==> config.mk <==
export PLATFORM = sky130hd
export DESIGN_NAME = muldiv_unit
export DESIGN_NICKNAME = d
export VERILOG_FILES = /design/src/rtl/muldiv_unit.sv
export SDC_FILE = /design/constraint.sdc
export NUM_CORES = 1
export LEC_CHECK = 0
export ABC_AREA = 0
export CAP_MARGIN = 0
export CORE_MARGIN = 5
export CORE_UTILIZATION = 35
export CTS_BUF_LIST = sky130_fd_sc_hd__clkbuf_8 sky130_fd_sc_hd__clkbuf_16
export CTS_CLUSTER_DIAMETER = 200
export DETAILED_ROUTE_END_ITERATION = 7
export PLACE_DENSITY_LB_ADDON = 0.05
export SLEW_MARGIN = 20
export SYNTH_ARGS = -nofsm -noshare
export SYNTH_HDL_FRONTEND = slang
export SYNTH_SLANG_ARGS = --single-unit
==> constraint.sdc <==
create_clock -name clk -period 4.1 [get_ports clk]
set_input_delay 0.41 -clock clk [delete_from_list [all_inputs] [get_ports clk]]
set_output_delay 0.41 -clock clk [all_outputs]
set_load 0.01 [all_outputs]
==> src/rtl/muldiv_unit.sv <==
// Iterative HI/LO multiply/divide unit: shift-add multiply, restoring divide,
// 32 iterations plus one sign-fix cycle; also services MTHI/MTLO.
module muldiv_unit #(
  parameter int unsigned WIDTH = 32
) (
  input  logic             clk,
  input  logic             rst_n,
  input  logic             start,
  input  logic [2:0]       op,
  input  logic [WIDTH-1:0] rs_val,
  input  logic [WIDTH-1:0] rt_val,
  input  logic             cancel,
  output logic             busy,
  output logic             done,
  output logic [WIDTH-1:0] hi,
  output logic [WIDTH-1:0] lo
);

  localparam int unsigned W2 = 2 * WIDTH;
  localparam int unsigned CW = $clog2(WIDTH);

  localparam logic [2:0] OP_MULT  = 3'b000;
  localparam logic [2:0] OP_MULTU = 3'b001;
  localparam logic [2:0] OP_DIV   = 3'b010;
  localparam logic [2:0] OP_MTHI  = 3'b100;
  localparam logic [2:0] OP_MTLO  = 3'b101;

  typedef enum logic [1:0] {S_IDLE, S_RUN, S_FIX} state_t;

  state_t          state, state_next;
  logic [CW-1:0]   cnt;
  logic [W2-1:0]   acc;       // mul: {partial, multiplier}; div: {remainder, quotient}
  logic [WIDTH-1:0] opb;      // multiplicand or divisor magnitude
  logic            is_div;
  logic            sign_rs;
  logic            sign_rt;
  logic            div_zero;

  logic             issue_c;
  logic             is_signed_c;
  logic [WIDTH-1:0] mag_rs_c;
  logic [WIDTH-1:0] mag_rt_c;
  logic [WIDTH:0]   add_sum_c;
  logic [WIDTH:0]   rem_shift_c;
  logic [WIDTH:0]   rem_diff_c;
  logic [W2-1:0]    prod_fix_c;
  logic [WIDTH-1:0] quot_c;
  logic [WIDTH-1:0] rem_c;

  assign issue_c     = (state == S_IDLE) && start && !cancel;
  assign is_signed_c = (op == OP_MULT) || (op == OP_DIV);
  assign mag_rs_c    = (is_signed_c && rs_val[WIDTH-1]) ? -rs_val : rs_val;
  assign mag_rt_c    = (is_signed_c && rt_val[WIDTH-1]) ? -rt_val : rt_val;

  // One iteration of each algorithm, evaluated every cycle
  assign add_sum_c   = {1'b0, acc[W2-1:WIDTH]} + {1'b0, (acc[0] ? opb : '0)};
  assign rem_shift_c = {acc[W2-1:WIDTH], acc[WIDTH-1]};
  assign rem_diff_c  = rem_shift_c - {1'b0, opb};

  assign prod_fix_c = (sign_rs ^ sign_rt) ? -acc : acc;
  assign quot_c     = (sign_rs ^ sign_rt) ? -acc[WIDTH-1:0] : acc[WIDTH-1:0];
  assign rem_c      = sign_rs ? -acc[W2-1:WIDTH] : acc[W2-1:WIDTH];

  always_ff @(posedge clk or negedge rst_n) begin
    if (!rst_n) state <= S_IDLE;
    else        state <= state_next;
  end

  always_comb begin
    state_next = state;
    case (state)
      S_IDLE: if (issue_c && !op[2]) state_next = S_RUN;
      S_RUN: begin
        if (cancel)                        state_next = S_IDLE;
        else if (cnt == CW'(WIDTH - 1))    state_next = S_FIX;
      end
      S_FIX:   state_next = S_IDLE;
      default: state_next = S_IDLE;
    endcase
  end

  always_ff @(posedge clk or negedge rst_n) begin
    if (!rst_n) begin
      busy     <= 1'b0;
      done     <= 1'b0;
      hi       <= '0;
      lo       <= '0;
      cnt      <= '0;
      acc      <= '0;
      opb      <= '0;
      is_div   <= 1'b0;
      sign_rs  <= 1'b0;
      sign_rt  <= 1'b0;
      div_zero <= 1'b0;
    end else begin
      busy <= (state_next != S_IDLE);
      done <= 1'b0;
      case (state)
        S_IDLE: begin
          if (issue_c) begin
            if (op == OP_MTHI) hi <= rs_val;
            if (op == OP_MTLO) lo <= rs_val;
            if (!op[2]) begin
              cnt      <= '0;
              is_div   <= op[1];
              sign_rs  <= is_signed_c & rs_val[WIDTH-1];
              sign_rt  <= is_signed_c & rt_val[WIDTH-1];
              div_zero <= op[1] && (rt_val == '0);
              if (op[1]) begin
                acc <= {{WIDTH{1'b0}}, mag_rs_c};
                opb <= mag_rt_c;
              end else begin
                acc <= {{WIDTH{1'b0}}, mag_rt_c};
                opb <= mag_rs_c;
              end
            end
          end
        end
        S_RUN: begin
          cnt <= cnt + CW'(1);
          if (!is_div)            acc <= {add_sum_c, acc[WIDTH-1:1]};
          else if (!rem_diff_c[WIDTH])
            acc <= {rem_diff_c[WIDTH-1:0], acc[WIDTH-2:0], 1'b1};
          else
            acc <= {rem_shift_c[WIDTH-1:0], acc[WIDTH-2:0], 1'b0};
        end
        S_FIX: begin
          if (!cancel) begin
            done <= 1'b1;
            if (!is_div) begin
              {hi, lo} <= prod_fix_c;
            end else begin
              hi <= rem_c;
              lo <= div_zero ? '1 : quot_c;
            end
          end
        end
        default: ;
      endcase
    end
  end

endmodule

==> impl_metrics.yaml <==
setup_path:
  critPathCapture: "acc[44]"
  end_kind: "register"
  reg2reg_depth: 13
  cp.required_ns: 4.45
  crit_fanout: 26
  cp-start-kind: "register"
  r2r-start: "acc[31]"
  reg2reg_slack_ns: 0.35
  critPathKind: "reg2reg"
  cp.arrival_ns: 4.10
  startpoint: "acc[31]"
  reg2reg_to: "acc[44]"
global_route:
  track_usage_pct: 25.85
  grt_overflow: 0
  grt_pass1_wl_mm: 93.39
  grt_max_degree: 111
  antenna_found_initial: 0
  grt_pass1_vias: 14250
timing:
  setup_viol: 0
  grt_setup_unrepaired: "false"
  hold_viol: 1
  final.period_utilization_pct: 91.47
  clock_skew_ns: 0.008873
  clock.fmax_ghz: 0.2667
  min_period_ns: 3.750
  final_max_slew_viol_count: 0
  worstMarginPinSlew_ns: 1.100
  slew_headroom_pct: 26.58
  worst_slack_ns: 0.3498
  whs_ns: -0.0006867
  finalSetupTns_ns: 0
pwr:
  p_int_mw: 5.995
  clock_power_share_pct: 14.4
  p_total_mw: 11.65
  pwr-share-seq_pct: 25.0
  peakVddDrop_mv: 0.3765
  powerDensity_nw_per_um2: 652.8
  switchingPower_mw: 5.657
  p_sw_share_pct: 48.55
  comb_power_share_pct: 60.6
  leakagePower_nw: 7.407
synthesis:
  synth_xor_xnor_area_share_pct: 10.20
  synth.avg_cell_area_um2: 7.818
  yosys_most_used_dff: "dfrtp_1"
  synth_seq_cells: 173
  synth_area_um2: 15190
  synthMuxAreaShare_pct: 3.723
  yosysWarnings: 0
  synth_top_family_by_area: "compound AO/OA/AOI/OAI gates"
  ys_types: 89
  synthesis.nets: 2086
  yosys.area_share.simple_pct: 19.57
  seq_area_frac_synth_pct: 28.50
  synth_compound_area_share_pct: 26.87
  synth_adder_area_share_pct: 6.030
  synthArstFlopShare_pct: 100.0
  synth_edf_count: 0
  syn_inst: 1943
layout:
  syn2layout_area_growth_pct: 17.51
  final_common_cell: "nor2_1"
  post_layout_nonfiller_instances: 2633
  final_cell_mix: "nor2_1, nand2_1, dfrtp_1"
  drive_above_1_share_pct: 6.836
  diodes: 0
  final_util_pct: 41.53
  finalNetCount: 2178
  final_cell_area_um2: 17850
cts:
  clk_path_buf_depth: 2
  htree_levels: 4
  ctsResizeCount: 0
  cts_buffers: 17
  cts_root_buf: "clkbuf_16"
  clk_pin_slew_ns: 0.07
  clock_sinks: 173
  cts_tree: "built"
  insertion_delay_ns: 0.46
  hold_buffers: 0
  post_cts_buffers: 0
floorplanning:
  die_height_um: 218.3
  die_w_um: 218.3
  ios: 137
  coreArea_um2: 42980
  start_util_pct: 35.34
  rows: 76
  die_area_um2: 47670
routing:
  wl_per_cell_um: 23.87
  vias: 15120
  vias_per_cell: 5.742
  drc_errors: 0
  postRouteWirelength_mm: 62.85
  drt_iter0_drc: 1364
  dr.pass1.iters: 5
  drtAntennaViolNets: 0
placed_design:
  dp.cells: 2601
  dp_slack_ns: 0.4011
  gp_congestion: 0.9278
  placed_area_um2: 17270
  portBuffers: 136
  hpwlAfterDp_mm: 49.03
outcome:
  status: "finished with violations"
  failed_checks: "hold timing"
job:
  drv_cap: 0
min_path:
  hold_class: "in2async"
==> area by class of cell <==
class                      count  area, um2
clock buffer                  20      466.7
clock inverter                12      112.6
timing repair buffer         194       1808
sequential                   173       4330
inverter                      71      266.5
tap                          585      732.0
multi-input combinational   1578      10130
fill                        4440      25130
==> synthesized netlist by cell type (14+ instances only) <==
cell | n | area (um2)
nor2_1 | 211 | 792.0
dfrtp_1 | 173 | 4329
nand2_1 | 172 | 645.6
a21oi_1 | 171 | 855.8
o21ai_0 | 169 | 845.8
clkbuf_1 | 92 | 345.3
xnor2_1 | 91 | 797.0
xor2_1 | 84 | 735.7
ha_1 | 70 | 875.8
inv_1 | 69 | 259.0
a211oi_1 | 65 | 488.0
mux2i_1 | 52 | 520.5
nor3_1 | 46 | 230.2
o22ai_1 | 38 | 237.7
o21ai_1 | 26 | 130.1
a21o_1 | 25 | 187.7
nand3_1 | 25 | 125.1
o211ai_1 | 25 | 187.7
or3_1 | 24 | 150.1
a31oi_1 | 23 | 143.9
a22oi_1 | 21 | 157.7
nor2b_1 | 21 | 131.4
o31ai_1 | 20 | 150.1
nand2b_1 | 18 | 112.6
nor4_1 | 14 | 87.58
==> registers in the layout (all words and copies together) (netlist names), 2 cells and up <==
signal  flops
acc        64
state       2
opb        32
hi         32
lo         32
cnt         5
==> layer usage <==
layer,global-route usage [%],up-vias,part of all wire [%]
met3,3.809,54,5.7
met4,7.013,0,2.3
li1,-,7197,-
met5,0,-,0
met1,38.85,7399,49
met2,38.66,469,43
==> logic make-up (layout without fill, tap and decap cells) <==
family,Yosys count,count (layout)
AO/OA/AOI/OAI,659,659
XOR/XNOR,176,176
adder cells (fa/ha/maj),72,72
buffers and inverters,192,297
flip-flops,173,173
multiplexers,56,56
AND/OR/NAND/NOR,615,615
==> critical path, stage by stage (launching register included) <==
cell and delay [ns]:
dfrtp_1 0.47, inv_1 0.08, ha_1 0.23, fa_1 0.42, nand2b_1 0.22, a21oi_2 0.23
o2111ai_1 0.27, a2111oi_2 0.46, nor4_2 0.15, xnor2_4 0.36, buf_12 0.26, mux2i_1 0.21
mux2i_1 0.09, a22o_1 0.19
==> power groups by stage <==
stage          logic (mW)  registers (mW)  clock network [mW]
6_report             7.06            2.92                1.68
5_1_grt              7.69            2.98                1.78
4_1_cts              6.98            2.90                1.71
3_5_place_dp         6.95            2.93                   0
3_3_place_gp         6.96            2.92                   0
2_1_floorplan        4.76            2.71                   0
==> worst min-delay path by stage <==
stage	slack, ns	startpoint	to
after floorplan	0.11	rst_n	acc[0]
after global placement	0.46	hi[19]	hi[19]
after detailed placement	0.47	lo[16]	lo[16]
after CTS	0.01	rst_n	hi[25]
after global routing	0.02	rst_n	done
final	-0.0007	rst_n	hi[23]
(Power assumes the default switching activity.)
